[src/rtl/fetch_sequencer.sv]
// ============================================================================
// fetch_sequencer : next-PC selection for the fetch stage (boot, PC+4,
//                   redirect, trap, hold) with parking of blocked redirects.
// Revision: 1.0
// ============================================================================
`default_nettype none

module fetch_sequencer #(
  parameter int                    ADDR_WIDTH   = 32,
  parameter int                    CNT_WIDTH    = 16,
  parameter logic [ADDR_WIDTH-1:0] RESET_VECTOR = 32'hBFC00000,
  parameter logic [ADDR_WIDTH-1:0] TRAP_VECTOR  = 32'hBFC00180
) (
  input  logic                  clk,
  input  logic                  rst,
  input  logic [ADDR_WIDTH-1:0] PCF,
  input  logic [ADDR_WIDTH-1:0] PCPlus4F,
  input  logic                  stallF,
  input  logic                  imemReady,
  input  logic                  redirValid,
  input  logic [ADDR_WIDTH-1:0] redirTarget,
  input  logic                  trapValid,
  output logic [ADDR_WIDTH-1:0] nextPC,
  output logic                  fetchValid,
  output logic                  flushD,
  output logic                  pendingRedir,
  output logic [CNT_WIDTH-1:0]  redirCount
);

  typedef enum logic [1:0] {
    BOOT = 2'd0,
    RUN  = 2'd1,
    HOLD = 2'd2,
    PEND = 2'd3
  } state_t;

  localparam logic [ADDR_WIDTH-1:0] ALIGN_MASK = ~ADDR_WIDTH'(3);

  state_t                  state;
  state_t                  next_state;
  logic [ADDR_WIDTH-1:0]   pend_target;
  logic [ADDR_WIDTH-1:0]   evt_target;
  logic                    adv;
  logic                    evt;
  logic                    live_evt;
  logic                    park;

  always_comb begin
    adv        = !stallF && imemReady && (state != BOOT);
    evt        = trapValid || redirValid;
    live_evt   = evt && (state != BOOT);
    park       = live_evt && !adv;
    evt_target = trapValid ? TRAP_VECTOR : (redirTarget & ALIGN_MASK);
  end

  always_comb begin
    next_state = state;
    nextPC     = PCF;
    case (state)
      BOOT: begin
        next_state = RUN;
        nextPC     = RESET_VECTOR;
      end
      RUN, HOLD: begin
        if (park)      next_state = PEND;
        else if (!adv) next_state = HOLD;
        else           next_state = RUN;
        if (evt && adv) nextPC = evt_target;
        else if (adv)   nextPC = PCPlus4F;
      end
      PEND: begin
        // A fresh event on the releasing cycle supersedes the parked target.
        if (adv) next_state = RUN;
        if (evt && adv) nextPC = evt_target;
        else if (adv)   nextPC = pend_target;
      end
      default: begin
        next_state = BOOT;
        nextPC     = RESET_VECTOR;
      end
    endcase
  end

  always_ff @(posedge clk or posedge rst) begin
    if (rst) begin
      state       <= BOOT;
      pend_target <= '0;
      redirCount  <= '0;
    end else begin
      state <= next_state;
      if (park)
        pend_target <= evt_target;
      if (live_evt && (redirCount != {CNT_WIDTH{1'b1}}))
        redirCount <= redirCount + 1'b1;
    end
  end

  assign fetchValid   = (state != BOOT) && !stallF;
  assign flushD       = live_evt;
  assign pendingRedir = (state == PEND);

endmodule

`default_nettype wire

[config.mk]
export PLATFORM = sky130hd
export DESIGN_NAME = fetch_sequencer
export DESIGN_NICKNAME = d
export VERILOG_FILES = /design/src/rtl/fetch_sequencer.sv
export SDC_FILE = /design/constraint.sdc
export NUM_CORES = 1
export LEC_CHECK = 0
export CAP_MARGIN = 10
export CORE_MARGIN = 2
export CORE_UTILIZATION = 40
export DETAILED_ROUTE_END_ITERATION = 10
export GPL_ROUTABILITY_DRIVEN = 1
export PLACE_DENSITY = 0.82
export SYNTH_ARGS = -nofsm -noshare
export SYNTH_HDL_FRONTEND = slang
export SYNTH_SLANG_ARGS = --single-unit
[constraint.sdc]
create_clock -name clk -period 3.69 [get_ports clk]
set_clock_uncertainty 0.1 [all_clocks]
set_input_delay 0.738 -clock clk [delete_from_list [all_inputs] [get_ports clk]]
set_output_delay 0.738 -clock clk [all_outputs]
set_load 0.01 [all_outputs]
==> results.tsv, run 1 <==
stage	metric	value	unit
floorplan	die_h	96.8	um
critical_path	worstPathMaxFanout	11	
critical_path	cp-end-kind	primary output	
grt	grt_pass1_vias	3750	
floorplan	num_io_pins	153	
clock_tree	cts_tree	done	
placement	place_area	5120	um^2
synth	yosys-top-cells-area	dfrtp_1, mux2i_1, nand2_1	
clock_tree	cts.sinks	48	
critical_path	critical_path_buf_inv_count	4	
critical_path	cp_top_family	buffers and inverters	
synth	netlist.area_leader.share	34.9	%
sta	min_period_over_period	98.5	%
clock_tree	root_buffer	clkbuf_8	
floorplan	core_area	8300	um^2
critical_path	slowest_stage	clkdlybuf4s50_1	
grt	grt_pass1_wl	18800	um
synth	yosysTopAreaCell	dfrtp_1	
critical_path	critical_path_arrival	2800	ps
synth	avgSynthCellArea	7.99	um^2
detailed_routing	drc	0	
cells_and_area	nNetsFinal	684	
detailed_routing	vias	3845	
detailed_routing	avgRoutedWirePerCell	16.8	um
detailed_routing	wirelength	11500	um
synth	ys.flop_type	dfrtp_1	
synth	ys_seq_area_share	34.9	%
status	outcome	finished, final reports clean	
sta	relSlewSlack	32.8	%
grt	grt_max_degree	49	
grt	track_usage	24.0	%
sta	finalMaxSlewViolations	0	
clock_tree	clockBufferDepth	2	
flow_run	max_cap_viol_count	0	
clock_tree	clk_latency	300	ps
synth	netlist_instances	431	
power	peakVddDrop	0.469	mV
clock_tree	cts.clk_slew.worst_paths	80	ps
critical_path	critPathMaxStageDelay	480	ps
placement	dp_hpwl	8330	um
placement	gp_congestion	0.851	
detailed_routing	vias_per_cell	5.62	
floorplan	num_rows	33	
critical_path	worstPathCellList	clkdlybuf4s50_1, or3b_4, buf_4, buf_4, a31oi_1, nand2_1, clkdlybuf4s50_1	
floorplan	die-area	9370	um^2
critical_path	worstPathRequired	2850	ps
synth	async_flop_share	100	%
cells_and_area	syn2layout_area_growth	53.2	%
synth	yosys-top-cells-count	nand2_1, dfrtp_1, nor2_1	
grt	grt.overflow.total	0	
placement	portBuffers	150	
cells_and_area	drive_gt1_share	8.81	%
detailed_routing	postRouteAntennaNets	0	
sta	setup_viol	0	
clock_tree	htree_levels	2	
power	power_density	634	nW/um^2
detailed_routing	drtIter0Drc	196	
synth	yosysWarnings	0	
synth	synth_edf_count	0	
sta	worst_slew_pin_slew	1010	ps
power	leakage	0.00227	uW
detailed_routing	first_pass_iters	4	
sta	hold_violations	0	
synth	ys_types	45	
synth	ys_ff_latch	48	
sta	fmax	0.275	GHz
floorplan	start_util	41.5	%
cells_and_area	fin_area	5280	um^2
critical_path	start_kind	primary input	
grt	antenna_found_initial	0	
sta	rsz0062_at_grt	no	
worst_hold_path	hold_path.class	reg2reg	
sta	period_needed	3630	ps
critical_path	critPathKind	in2out	
cells_and_area	antenna_cells	0	
synth	netlist_area	3440	um^2
clock_tree	cts_buffers	5	
clock_tree	hold_buffers	0	
floorplan	die_w	96.8	um
synth	synth.most_common_cell	nand2_1	
power	total_power	3340	uW
synth	syn_nets	537	
[area by class of cell]
cell class,instances,area (um^2)
Fill cell,697,3020
Sequential cell,48,1200
Clock inverter,1,7.51
Multi-Input combinational cell,342,2100
Inverter,8,35.0
Timing Repair Buffer,173,1710
Tap cell,105,131
Clock buffer,7,86.3
[power breakdown]
group | internal, uW | total (uW) | leakage, uW | switching, uW
Sequential | 687 | 826 | 0.000589 | 139
Combinational | 1060 | 2190 | 0.00164 | 1130
Clock | 153 | 331 | 0.0000445 | 179
Total | 1900 | 3340 | 0.00227 | 1440
[sequential cells by signal (all words and copies together), names as in the netlist]
name         cells
redirCount      16
pend_target     30
state            2
[worst paths after layout]
| check | startpoint | end | slack [ps] | cells past startpoint |
|---|---|---|---|---|
| setup / recovery | stallF | nextPC[29] | 60 | 7 |
| hold / removal | pend_target[3] | pend_target[3] | 390 | 2 |
| setup reg to reg | state[0] | pend_target[18] | 1280 | 9 |
| hold reg to reg | pend_target[3] | pend_target[3] | 390 | 2 |
| max in group asynchronous | rst | pend_target[13] | 1980 | 2 |
| min in group asynchronous | rst | pend_target[21] | 890 | 2 |
[cells in the final DEF (no fill, tap or decap), types with 2 or more instances in the layout]
cell / n
a31oi_1: 6
nand4_4: 2
or2_1: 2
clkdlybuf4s50_1: 140
buf_4: 19
dlymetal6s2s_1: 4
o22ai_1: 21
nand2b_1: 19
dfrtp_1: 48
nand2_2: 2
a21oi_1: 26
buf_12: 3
a21o_1: 6
a22oi_1: 21
clkbuf_8: 6
nor4_1: 5
nand3_1: 13
nor2_1: 39
dlygate4sd2_1: 5
nand4_1: 4
a22o_1: 8
nor3_1: 2
mux2_1: 2
o21ai_0: 35
xor2_1: 6
clkinvlp_4: 2
mux2i_1: 27
or4_4: 2
xnor2_1: 3
inv_1: 5
nand2_1: 67
mux2_2: 2
ha_1: 4
[stage by stage]
step	TNS, ps	setup WS (ps)	utilization [%]	hold slack [ps]	cells
3_3_place_gp	-2480	-270	61.7	361	673
2_1_floorplan	0	853	-	346	431
5_1_grt	0	10.7	63.6	420	684
6_report	0	56.9	63.6	388	684
4_1_cts	0	8.06	62.9	387	681
3_5_place_dp	-2460	-265	61.7	369	673
[worst register-to-register path, delay by kind of cell, from the launching register on]
kind,cells,cell delay [ps]
buffers and inverters,4,640
and+or+nand+nor,3,850
adders and majority gates,1,270
AOI/OAI and AO/OA,1,80
DFF,1,380
[repair_timing]
action,in CTS,in global routing
pin swaps,0,0
endpoints found under the setup margin,28,21
gates resized for setup,10,8
cloned,0,0
setup buffers,0,3
[cell families (layout without fill, tap and decap cells)]
kind of cell	after synthesis	count (layout)	synth area share (%)
AO/OA/AOI/OAI	130	130	23.4
XOR/XNOR	9	9	2.29
adder cells (fa/ha/maj)	4	4	1.45
buffers and inverters	41	189	4.69
flip-flops	48	48	34.9
multiplexers	32	32	9.59
AND/OR/NAND/NOR	167	167	23.7
[per-layer routing]
metal	GRT usage, %	vias to the layer above	part of all wire [%]
li1	-	1831	-
met1	31.8	1846	43
met2	39.5	143	48
met3	4.55	25	5.6
met4	8.23	0	2.6
met5	0	-	0
Note: power is estimated with default switching activity, not from simulation.
==> run 2: changes to the inputs <==
- ABC_AREA: not set -> 1
- CORE_ASPECT_RATIO: not set -> 0.7
- PLACE_DENSITY: 0.82 -> 0.8
==> run 2 against run 1 <==
Effect of this change: clock-buffer cell count down 2; utilization down 2.7 points; design area up 5.1%; largest cell class unchanged.
==> results.tsv, run 2 <==
stage	metric	value	unit
synth	ys_ff_latch	48	
sta	relSlewSlack	29.6	%
clock_tree	cts.clk_slew.worst_paths	60	ps
critical_path	critical_path_arrival	2770	ps
clock_tree	cts.sinks	48	
detailed_routing	wirelength	12900	um
synth	netlist.area_leader.share	31.9	%
critical_path	worstPathCellList	clkdlybuf4s50_1, nor2_4, nand2_8, nor2_8, buf_4, nand2_1, nand2_1, nand2_1, a21oi_1, clkdlybuf4s50_1	
critical_path	critical_path_depth	10	
sta	hold_violations	0	
sta	finalMaxSlewViolations	0	
synth	ys_seq_area_share	31.9	%
synth	avgSynthCellArea	6.19	um^2
power	power_density	644	nW/um^2
clock_tree	cts_buffers	5	
synth	synth.most_common_cell	nand2_1	
synth	netlist_instances	608	
critical_path	critPathMaxStageDelay	560	ps
synth	ys.flop_type	dfrtp_1	
placement	gp_congestion	0.904	
power	total_power	3570	uW
critical_path	reg2reg_depth	9	
sta	period_needed	3610	ps
synth	syn_nets	714	
grt	grt_pass1_wl	20600	um
cells_and_area	top_regs	pend_target: 30 flops, redirCount: 16 flops, state: 2 flops	
detailed_routing	avgRoutedWirePerCell	14.6	um
cells_and_area	final_cell_mix	nand2_1, clkdlybuf4s50_1, inv_1, o21ai_0, nand3_1	
synth	netlist_area	3760	um^2
power	leakage	0.00276	uW
cells_and_area	layout_commonest_cell	nand2_1	
floorplan	core_area	9110	um^2
detailed_routing	vias	4470	
sta	worst_slew_pin_slew	1050	ps
synth	yosysWarnings	0	
cells_and_area	nNetsFinal	863	
sta	setup_slack	79.4	ps
placement	portBuffers	150	
cells_and_area	antenna_cells	0	
floorplan	die-area	10200	um^2
sta	finalHoldWorstSlack	383	ps
grt	grt.overflow.total	0	
floorplan	start_util	41.3	%
placement	dp_hpwl	9480	um
critical_path	worstSetupEndpoint	nextPC[12]	
power	peakVddDrop	0.391	mV
worst_hold_path	hold_depth	2	
floorplan	num_io_pins	153	
detailed_routing	postRouteAntennaNets	0	
critical_path	cp-end-kind	primary output	
floorplan	die_w	120	um
detailed_routing	first_pass_iters	5	
sta	fmax	0.277	GHz
placement	dp_slack	8.92	ps
critical_path	critPathKind	in2out	
status	outcome	finished, final reports clean	
sta	setup_viol	0	
floorplan	num_rows	29	
sta	min_period_over_period	97.8	%
clock_tree	clockBufferDepth	2	
cells_and_area	drive_gt1_share	7.15	%
cells_and_area	syn2layout_area_growth	47.3	%
critical_path	cp_top_family	buffers and inverters	
critical_path	rrSetupSlack	1370	ps
synth	yosys-top-cells-count	nand2_1, inv_1, o21ai_0	
cells_and_area	largest_reg_flops	30	
clock_tree	root_buffer	clkbuf_16	
detailed_routing	drc	0	
floorplan	die_h	85.2	um
critical_path	slowest_stage	clkdlybuf4s50_1	
critical_path	critical_path_buf_inv_count	3	
detailed_routing	drtIter0Drc	379	
synth	synth_edf_count	0	
detailed_routing	vias_per_cell	5.09	
synth	yosys-top-cells-area	dfrtp_1, nand2_1, o21ai_0	
critical_path	r2r-end	pend_target[4]	
grt	grt_max_degree	54	
critical_path	start_kind	primary input	
synth	yosysTopAreaCell	dfrtp_1	
critical_path	crit_start	stallF	
clock_tree	clk_latency	280	ps
grt	grt_pass1_vias	4201	
sta	tns	0	ps
critical_path	worstPathMaxFanout	8	
synth	ys_types	27	
critical_path	worstPathRequired	2850	ps
cells_and_area	regMostFlops	pend_target	
worst_hold_path	hold_path.class	reg2reg	
grt	antenna_found_initial	0	
synth	async_flop_share	100	%
critical_path	cpMostUsedCell	nand2_1	
clock_tree	htree_levels	2	
critical_path	rr_startpoint	state[1]	
flow_run	max_cap_viol_count	0	
clock_tree	cts_tree	done	
grt	track_usage	25.1	%
run 2: cell count changes after synthesis, sizes merged, moves of 15 or more:
cell    before  now
o21ai       35   65
a22oi       21    0
a21oi       26   11
clkbuf      24    6
nand3       13   56
nand2b      19    0
mux2i       27    0
buf          9   26
o22ai       21    0
nand2       69  236
inv          7   82
run 2: what timing repair did:
action                                  in CTS  in global routing
buffers inserted                             0                  8
gates resized for setup                      0                  2
endpoints found under the setup margin       0                 19
hold buffers                                 0                  0
run 2: tightest hold or removal path, cell delays in order (launching register included):
cell and delay [ps]:
dfrtp_1 350, nand2_1 50, nand2_1 50
run 2: kinds of logic after synthesis:
logic type | count (synthesis) | share of synthesized area, %
AND/OR/NAND/NOR | 357 | 40.8
buffers and inverters | 114 | 13.4
AO/OA/AOI/OAI | 77 | 10.7
flip-flops | 48 | 31.9
XOR/XNOR | 8 | 1.86
adder cells (fa/ha/maj) | 4 | 1.33
run 2: routing by layer:
metal / part of all wire (%) / GRT usage [%] / vias to the layer above
met1: 45 / 36.0 / 2044
li1: - / - / 2178
met2: 45 / 38.5 / 226
met4: 1.5 / 7.38 / 0
met5: 0 / 0 / -
met3: 8.0 / 4.64 / 22
run 2: how the worst min path moves through the flow:
stage,from,endpoint,slack (ps)
floorplan,pend_target[21],pend_target[21],350
global placement,pend_target[30],pend_target[30],360
detailed placement,pend_target[30],pend_target[30],370
CTS,pend_target[30],pend_target[30],380
global route,pend_target[25],pend_target[25],410
finish,pend_target[27],pend_target[27],380
run 2: per-stage QoR:
step | area, um^2 | util, % | instances
after floorplan | 3760 | - | 608
after global placement | 5360 | 58.8 | 866
after detailed placement | 5360 | 58.8 | 866
after CTS | 5480 | 60.2 | 871
after global routing | 5550 | 60.9 | 879
final | 5550 | 60.9 | 879
run 2: layout make-up:
cell class / instances / area, um^2
inverter: 82 / 308
timing repair buffer: 174 / 1700
fill: 819 / 3560
tap: 124 / 155
multi-input combinational: 446 / 2060
sequential: 48 / 1200
clock buffer: 5 / 125
run 2: where the power goes:
group | switching (uW) | leakage, uW | internal, uW
logic | 1340 | 0.00209 | 1020
clock network | 180 | 0.0000616 | 240
registers | 106 | 0.000603 | 687
total | 1620 | 0.00276 | 1950
